$ cat src/rtl/slot_scheduler.sv
// slot_scheduler: round-robin time-slot arbiter for N requesters.
// A free-running prescaler produces a one-cycle tick every PRESCALE+1 clocks.
// Each grant lasts at most SLOT_TICKS ticks. A grant also ends early on
// done[owner] or when req[owner] drops. Every release is followed by exactly
// one no-grant GUARD cycle.
//
// Handshake: req is a level. A requester keeps req high while it waits for,
// or holds, the resource. grant is a registered one-hot "you own it now".
// done is a one-cycle release pulse; the block only looks at the bit that
// belongs to the current owner.
module slot_scheduler #(
    parameter int                N          = 4,
    parameter int                WIDTH      = 16,
    parameter logic [WIDTH-1:0]  PRESCALE   = 16'd65535,
    parameter int                SLOT_TICKS = 4
) (
    input  logic         clk,
    input  logic         reset,
    input  logic [N-1:0] req,
    input  logic [N-1:0] done,
    output logic [N-1:0] grant,
    output logic [2:0]   owner,
    output logic         busy,
    output logic         tick,
    output logic         expired
);

    // A SLOT_TICKS value of 0 behaves the same as 1.
    localparam int SLOT_EFF = (SLOT_TICKS < 1) ? 1 : SLOT_TICKS;
    localparam int SW_RAW   = $clog2(SLOT_TICKS + 1);
    localparam int SW       = (SW_RAW < 1) ? 1 : SW_RAW;
    localparam logic [SW-1:0] SLOT_LAST = SW'(SLOT_EFF - 1);

    typedef enum logic [1:0] {
        ST_IDLE  = 2'd0,
        ST_GRANT = 2'd1,
        ST_GUARD = 2'd2
    } state_t;

    state_t         state_q, state_d;
    logic [WIDTH-1:0] cnt_q, cnt_d;
    logic [SW-1:0]  slot_cnt_q, slot_cnt_d;
    logic [2:0]     last_q, last_d;
    logic [N-1:0]   grant_q, grant_d;
    logic [2:0]     owner_q, owner_d;
    logic           busy_q, busy_d;
    logic           expired_q, expired_d;

    logic           own_req;
    logic           own_done;
    logic           slot_end;

    logic [7:0]     req_ext;
    logic [3:0]     arb_sum;
    logic           win_found;
    logic [2:0]     win_idx;

    // The tick comes straight from the count compare, so it is high in the same cycle as cnt == PRESCALE.
    assign tick = (cnt_q == PRESCALE);

    // Because grant is one-hot, masking with it picks out the owner's own req/done bits.
    assign own_req  = |(req & grant_q);
    assign own_done = |(done & grant_q);
    assign slot_end = tick && (slot_cnt_q == SLOT_LAST);

    // Prescaler next value: wrap to 0 on tick, otherwise count up.
    always_comb begin
        cnt_d = tick ? '0 : cnt_q + WIDTH'(1);
    end

    // Round-robin search from last+1 upward. The loop runs from the farthest
    // candidate to the nearest one, so the nearest set req is written last and wins.
    always_comb begin
        req_ext   = 8'(req);
        win_found = 1'b0;
        win_idx   = 3'd0;
        arb_sum   = 4'd0;
        for (int i = N; i >= 1; i--) begin
            arb_sum = {1'b0, last_q} + 4'(i);
            if (arb_sum >= 4'(N)) begin
                arb_sum = arb_sum - 4'(N);
            end
            if (req_ext[arb_sum[2:0]]) begin
                win_found = 1'b1;
                win_idx   = arb_sum[2:0];
            end
        end
    end

    // Next-state and next-output logic for the arbiter.
    always_comb begin
        state_d    = state_q;
        grant_d    = grant_q;
        owner_d    = owner_q;
        busy_d     = busy_q;
        expired_d  = 1'b0;
        slot_cnt_d = slot_cnt_q;
        last_d     = last_q;
        case (state_q)
            ST_GRANT: begin
                if (own_done || !own_req || slot_end) begin
                    grant_d   = '0;
                    busy_d    = 1'b0;
                    // If done arrives in the expiring cycle, treat it as a normal release.
                    expired_d = slot_end && !own_done;
                    state_d   = ST_GUARD;
                end else if (tick) begin
                    slot_cnt_d = slot_cnt_q + SW'(1);
                end
            end
            default: begin
                // IDLE and GUARD arbitrate the same way. GUARD falls back to IDLE when nobody is requesting.
                if (win_found) begin
                    for (int i = 0; i < N; i++) begin
                        grant_d[i] = (win_idx == 3'(i));
                    end
                    owner_d    = win_idx;
                    busy_d     = 1'b1;
                    slot_cnt_d = '0;
                    last_d     = win_idx;
                    state_d    = ST_GRANT;
                end else begin
                    state_d = ST_IDLE;
                end
            end
        endcase
    end

    // Register all state. Reset has priority over every other event.
    always_ff @(posedge clk) begin
        if (reset) begin
            state_q    <= ST_IDLE;
            cnt_q      <= '0;
            slot_cnt_q <= '0;
            last_q     <= 3'(N - 1);
            grant_q    <= '0;
            owner_q    <= 3'd0;
            busy_q     <= 1'b0;
            expired_q  <= 1'b0;
        end else begin
            state_q    <= state_d;
            cnt_q      <= cnt_d;
            slot_cnt_q <= slot_cnt_d;
            last_q     <= last_d;
            grant_q    <= grant_d;
            owner_q    <= owner_d;
            busy_q     <= busy_d;
            expired_q  <= expired_d;
        end
    end

    assign grant   = grant_q;
    assign owner   = owner_q;
    assign busy    = busy_q;
    assign expired = expired_q;

endmodule

$ cat config.mk
export PLATFORM = sky130hd
export DESIGN_NAME = slot_scheduler
export DESIGN_NICKNAME = d
export VERILOG_FILES = /design/src/rtl/slot_scheduler.sv
export SDC_FILE = /design/constraint.sdc
export NUM_CORES = 1
export LEC_CHECK = 0
export ABC_CLOCK_PERIOD_IN_PS = 3200
export CAP_MARGIN = 0
export CORE_MARGIN = 10
export CORE_UTILIZATION = 55
export DETAILED_ROUTE_END_ITERATION = 10
export PLACE_DENSITY = 0.79
export SYNTH_ARGS = -nofsm -noshare
export SYNTH_HDL_FRONTEND = slang
export SYNTH_SLANG_ARGS = --single-unit
export TNS_END_PERCENT = 50
$ cat constraint.sdc
create_clock -name clk -period 3.2 [get_ports clk]
set_input_delay 0.8 -clock clk [delete_from_list [all_inputs] [get_ports clk]]
set_output_delay 0.8 -clock clk [all_outputs]
set_load 0.1 [all_outputs]
Yosys cells after proc, flatten, opt, wreduce, memory -nomap -nowiden

Index checks and enable logic that the tools add are counted.
W data, S select, Z words.

Register bits after elaboration: 33
Bits of input ports: 10
Output and inout port bits: 10

Add/subtract/negate cells: 10
$lt $le $gt $ge: 8
Equality and inequality tests: 9
Muxes and demuxes: 33
Bitwise logic cells: 4
Reductions and logical operators: 15

Operators with widths:

| cell                    | number |
|---|---|
| $mux W3                 | 12 |
| $add A16 B1 Y16 const B | 1 |
| $eq A16 B16 Y1 const B  | 1 |
| $ge A4 B3 Y1 const B    | 4 |
| $lt A3 B4 Y1 const B    | 4 |
| $bmux W1 S3             | 4 |
| $mux W1                 | 12 |
| $mux W4                 | 3 |
| $sub A3 B3 Y3 const B   | 4 |
| $eq A3 B2 Y1 const B    | 3 |
| $add A3 B2 Y4 const B   | 2 |
| $and A4 B4 Y4           | 2 |
| $reduce_or A4 Y1        | 2 |
| $ne A2 B2 Y1 const B    | 3 |
| $add A3 B1 Y4 const B   | 1 |
| $add A3 B3 Y4 const B   | 1 |
| $mux W2                 | 2 |
| $reduce_and A2 Y1       | 2 |
| $add A3 B1 Y3 const B   | 1 |
| $eq A3 B1 Y1 const B    | 1 |
| $logic_not A3 Y1        | 1 |
| $reduce_and A3 Y1       | 1 |
| $reduce_or A3 Y1        | 1 |
| $eq A2 B1 Y1 const B    | 1 |
| other kinds (6)         | 10 |

Logic depth before layout (Yosys ltp)

Depth in word-level cells: 12
Depth in mapped cells: 10

Worst setup path after synthesis

Ideal clock, no wire load.

Path type: register to register
From: reg last_q[0]
To: reg slot_cnt_q[0]
Data arrival time: 2,535 ps
Data required time: 3,073 ps
Slack: 537 ps
Cell stages (with the launch flop): 10
Clock period less this slack: 2,663 ps
Cell sequence: dfxtp_1 -> buf_6 -> buf_2 -> inv_1 -> ha_1 -> mux4_1 -> a222oi_1 -> o2bb2ai_1 -> mux2i_1 -> nor2_1

Cells in the longest elaborated chain, start to end: 11
Elaborated cells between the ends (all ways): 30

RTL lines:

| element                                              | RTL line | RTL |
|---|---|---|
| start: declaration                                   | 43       | `logic [2:0] last_q, last_d;` |
| start signal: assignment                             | 135      | `last_q <= 3'(N - 1);` |
| start signal: assignment                             | 144      | `last_q <= last_d;` |
| $add A3 B3 Y4                                        | 79       | `arb_sum = {1'b0, last_q} + 4'(i);` |
| $ge A4 B3 Y1 / $sub A3 B3 Y3 (equally long branches) | 80, 81   |  |
| $mux W3                                              | 80       | `if (arb_sum >= 4'(N)) begin` |
| $bmux W1 S3                                          | 83       | `if (req_ext[arb_sum[2:0]]) begin` |
| $mux W1 (implied by the code)                        | 83       |  |
| $mux W1 (3 in series)                                | 83       |  |
| $mux W1 (*)                                          | 83       |  |
| $reduce_bool A2 Y1 (no line) (*)                     | -        |  |
| $reduce_and A3 Y1 (no line) (*)                      | -        |  |
| end signal: assignment                               | 143      | `slot_cnt_q <= slot_cnt_d;` |
| end: declaration                                     | 42       | `logic [SW-1:0] slot_cnt_q, slot_cnt_d;` |

Every way passes the cells marked *; elsewhere a longest branch is shown, timed or not. The select of a mux whose other input is x is not followed.
A chain may end at the register's enable or synchronous reset.

Worst setup path in the final report

From: reg cnt_q[0]
To: out tick

Cells in the longest elaborated chain, start to end: 1

RTL lines:

| element                  | RTL line | RTL |
|---|---|---|
| start: declaration       | 41       | `logic [WIDTH-1:0] cnt_q, cnt_d;` |
| start signal: assignment | 142      | `cnt_q <= cnt_d;` |
| $eq A16 B16 Y1           | 59       | `assign tick = (cnt_q == PRESCALE);` |
| end: declaration         | 24       | `output logic tick,` |

No other way between the ends.

==> summary.md <==
| Metric | Value |
|---|---|
| Clock tree from TritonCTS | `built` |
| Maximum resistive drop on vdd | `0.399 mV` |
| Root buf cell | `sky130_fd_sc_hd__clkbuf_4` |
| Post-layout util | `around 69%` |
| CP startpoint | `cnt_q[0]` |
| Wire length of the first global-routing pass | `6060 um` |
| Fraction of final layout cells sized beyond drive strength 1 | `13.8%` |
| Period utilisation layout | `89.0%` |
| Worst hold start | `owner[1]` |
| First-pass iteration count of the detailed router | `4` |
| Placement-stage cell area | `1880 um^2` |
| Largest net degree at the start of global routing | `18` |
| Main synth FF type | `sky130_fd_sc_hd__dfxtp_1` |
| Buffer levels on the longest clock path | `2` |
| Leakage dissipation | `roughly 0.80 nW` |
| Finished Cell Area | `1960 um^2` |
| Biggest area contributors in the synthesized netlist | `sky130_fd_sc_hd__dfxtp_1 (38%), sky130_fd_sc_hd__nor2_1 (7.4%), sky130_fd_sc_hd__xor2_1 (4.7%), sky130_fd_sc_hd__ha_1 (3.7%), sky130_fd_sc_hd__mux2i_1 (3.0%)` |
| Iter 0 DRT Violations | `135` |
| Final net count | `231` |
| Worst Path Arrival | `2.05 ns` |
| Start-to-end type of the worst setup path | `reg -> out` |
| Switching Power | `approximately 0.85 mW` |
| Via count of the first global-routing pass | `around 1400` |
| Crit-path cells | `ha_1 -> nand2_1 -> nor4_2 -> and3_1 -> buf_12` |
| Initial core utilization | `59.0%` |
| Setup crit start kind | `flip-flop` |
| Clock insertion delay at the later pin of the skew report | `between 0.3 and 0.4 ns` |
| Weighted congestion reported at the end of routability-driven placement | `0.832` |
| Commonest cells after routing, fill and taps aside | `sky130_fd_sc_hd__nor2_1 (33), sky130_fd_sc_hd__dfxtp_1 (32), sky130_fd_sc_hd__buf_4 (14)` |
| Count of vias placed by the detailed router | `1466` |
| Switching portion of total power | `47.2%` |
| Worst-case setup slack after placement | `0.192 ns` |
| Clock transition time at the flip-flop clock pins of the worst setup and hold paths | `0.10 ns` |
| Type of the tightest min-delay check | `reg -> reg` |
| Residual antenna-violating net count after detailed routing | `0` |
| Unrepaired setup endpoints after global routing | `no` |
| Required time worst endpoint | `2.40 ns` |
| Area of the mapped netlist | `1670 um^2` |
| Share of the yosys chip area belonging to registers | `38.4%` |
| Clock tree skew after final layout | `about 0.0054 ns` |
| Distinct cell type count after synthesis | `49` |
| Number of vias per cell | `5.91` |
| Total clock buffers created by CTS | `5` |
| Top-level I/O count | `20` |
| Count of final setup violators | `0` |
| Inst Count DP | `240` |
| Cell type contributing the most total cell area after synthesis | `sky130_fd_sc_hd__dfxtp_1` |
| Drt total wl | `3670 um` |
| Proportion of netlist area held by the largest area contributor | `38.4%` |
| Core ar. | `~2800 um^2` |
| Final routed wire length divided by cell count | `14.8 um` |
| Upper clock frequency limit | `0.351 GHz` |
| Quantity of gates resized following cts | `0` |
| Rows | `19` |
| Number of DRC violations after detailed routing | `0` |
| Sequential share of power | `28.9%` |
| Total Die Area | `~5600 um^2` |
| Max-slew headroom | `between 60 and 70%` |
| Flip-flop and latch count after synthesis | `32` |
| Most frequent standard cell in the layout excluding fill and tap cells | `sky130_fd_sc_hd__nor2_1` |
| Post-CTS repair timing setup buffer count | `0` |
| Post-DP HPWL | `2760 um` |
| Origin of the critical flop-to-flop path | `last_q[0]` |
| Logic gate share of total power | `approximately 54%` |
| Tightest Pin Transition | `around 0.48 ns` |
| Initial antenna violation count | `0` |
| Synth async-reset ratio | `0%` |
| Clock network fraction of total power | `roughly 17%` |
| Crit path max-delay cell type | `sky130_fd_sc_hd__dfxtp_1` |
| Power Density | `918 nW/um^2` |
| Result of the run | `finished, final reports clean` |
| Port Buffers | `19` |
| P&R area growth vs syn | `17.5%` |
| Number of flops mapped to enable cells by yosys | `0` |
| Worst path setup slack after routing | `0.351 ns` |
| Vert. Die Dim | `75.1 um` |
| Cell internal power dissipation | `0.951 mW` |
| Number of levels the H-tree was split into | `2` |
| Number of pins exceeding their max-slew limit in the final report | `0` |
| Critical path's largest stage delay | `~0.42 ns` |
| GR Util All Layers | `13.8%` |
| Final critical-path required period | `~2.8 ns` |
| Total power after layout | `1.80 mW` |
| Clock sink count | `32` |
| GRT Residual Overflow | `0` |
| YS warnings | `0` |
| Synth Area per Inst | `about 8.7 um^2` |
| CTS Hold Bufs | `0` |
| Number of max-capacitance violations reported | `0` |
| Final antenna diode count | `0` |
| Count of final hold-check violations | `0` |
| Sum of negative setup slack | `0 ns` |
| Top fanout value on the critical path | `5` |
| Post-synth net total | `207` |
| Horizontal die dimension | `75.1 um` |
| Critical Path End Type | `primary output` |
| Post-layout instance count excluding filler cells | `248` |
| Hold_ws | `0.481 ns` |
| Post-synthesis cell count | `192` |
area by class of cell:
cell class                      count  area [um^2]
Sequential cell                    32          641
Inverter                            9         33.8
Clock inverter                      2         35.0
Timing Repair Buffer               24          215
Clock buffer                        6         41.3
Tap cell                           31         38.8
Multi-Input combinational cell    144          956
Fill cell                         218          868
Yosys cell counts (2+ instances only):
cell type and number:
sky130_fd_sc_hd__a21oi_1 5, sky130_fd_sc_hd__a22o_1 3, sky130_fd_sc_hd__a22oi_1 2, sky130_fd_sc_hd__and2_1 3
sky130_fd_sc_hd__and3_1 6, sky130_fd_sc_hd__and4_1 3, sky130_fd_sc_hd__clkbuf_1 3, sky130_fd_sc_hd__dfxtp_1 32
sky130_fd_sc_hd__ha_1 5, sky130_fd_sc_hd__inv_1 9, sky130_fd_sc_hd__mux2i_1 5, sky130_fd_sc_hd__nand2_1 12
sky130_fd_sc_hd__nand2b_1 4, sky130_fd_sc_hd__nand3_1 6, sky130_fd_sc_hd__nand4_1 4, sky130_fd_sc_hd__nor2_1 33
sky130_fd_sc_hd__nor3_1 7, sky130_fd_sc_hd__o21ai_1 2, sky130_fd_sc_hd__o21bai_1 2, sky130_fd_sc_hd__o22ai_1 2
sky130_fd_sc_hd__o32ai_1 3, sky130_fd_sc_hd__or2_2 2, sky130_fd_sc_hd__xnor2_1 5, sky130_fd_sc_hd__xor2_1 9
flip-flops by register name, indices dropped and copies added, names as in the netlist:
register / count
cnt_q: 16
last_q: 3
owner: 2
grant: 4
state_q: 2
expired: 1
busy: 1
slot_cnt_q: 3
critical path: cells and delay by family, from the launching register on:
kind / cells / cell delay, ns
fa+ha+maj: 1 / 0.29
flops: 1 / 0.42
buf+inv: 1 / 0.21
simple gates: 3 / 0.79
path summary, 6_finish.rpt:
check	cells past startpoint	slack (ns)	to
max	5	0.35	tick
min reg2reg	2	0.48	owner[1]
min	2	0.48	owner[1]
max reg2reg	8	0.73	slot_cnt_q[1]
routing by layer:
| metal | up-vias | wire length (um) | GRT usage [%] |
|---|---|---|---|
| met5 | - | 0 | 0 |
| li1 | 731 | - | - |
| met3 | 5 | 323 | 7.10 |
| met4 | 0 | 46 | 4.20 |
| met1 | 682 | 1630 | 15.7 |
| met2 | 48 | 1670 | 22.2 |
power groups by stage:
| stage | sequential [mW] | combinational (mW) | clock [mW] |
|---|---|---|---|
| after CTS | 0.520 | 0.971 | 0.310 |
| after global routing | 0.528 | 1.04 | 0.327 |
| after detailed placement | 0.529 | 0.965 | 0 |
| after global placement | 0.528 | 0.941 | 0 |
| final | 0.521 | 0.978 | 0.301 |
| after floorplan | 0.805 | 0.488 | 0 |
kinds of logic after synthesis:
logic type,share of synthesized area [%]
xor+xnor,7.35
compound gates,14.5
flops,38.4
mux,6.60
buf+inv,4.35
fa+ha+maj,3.75
simple gates,25.0
Power figures use the tool's default switching activity.
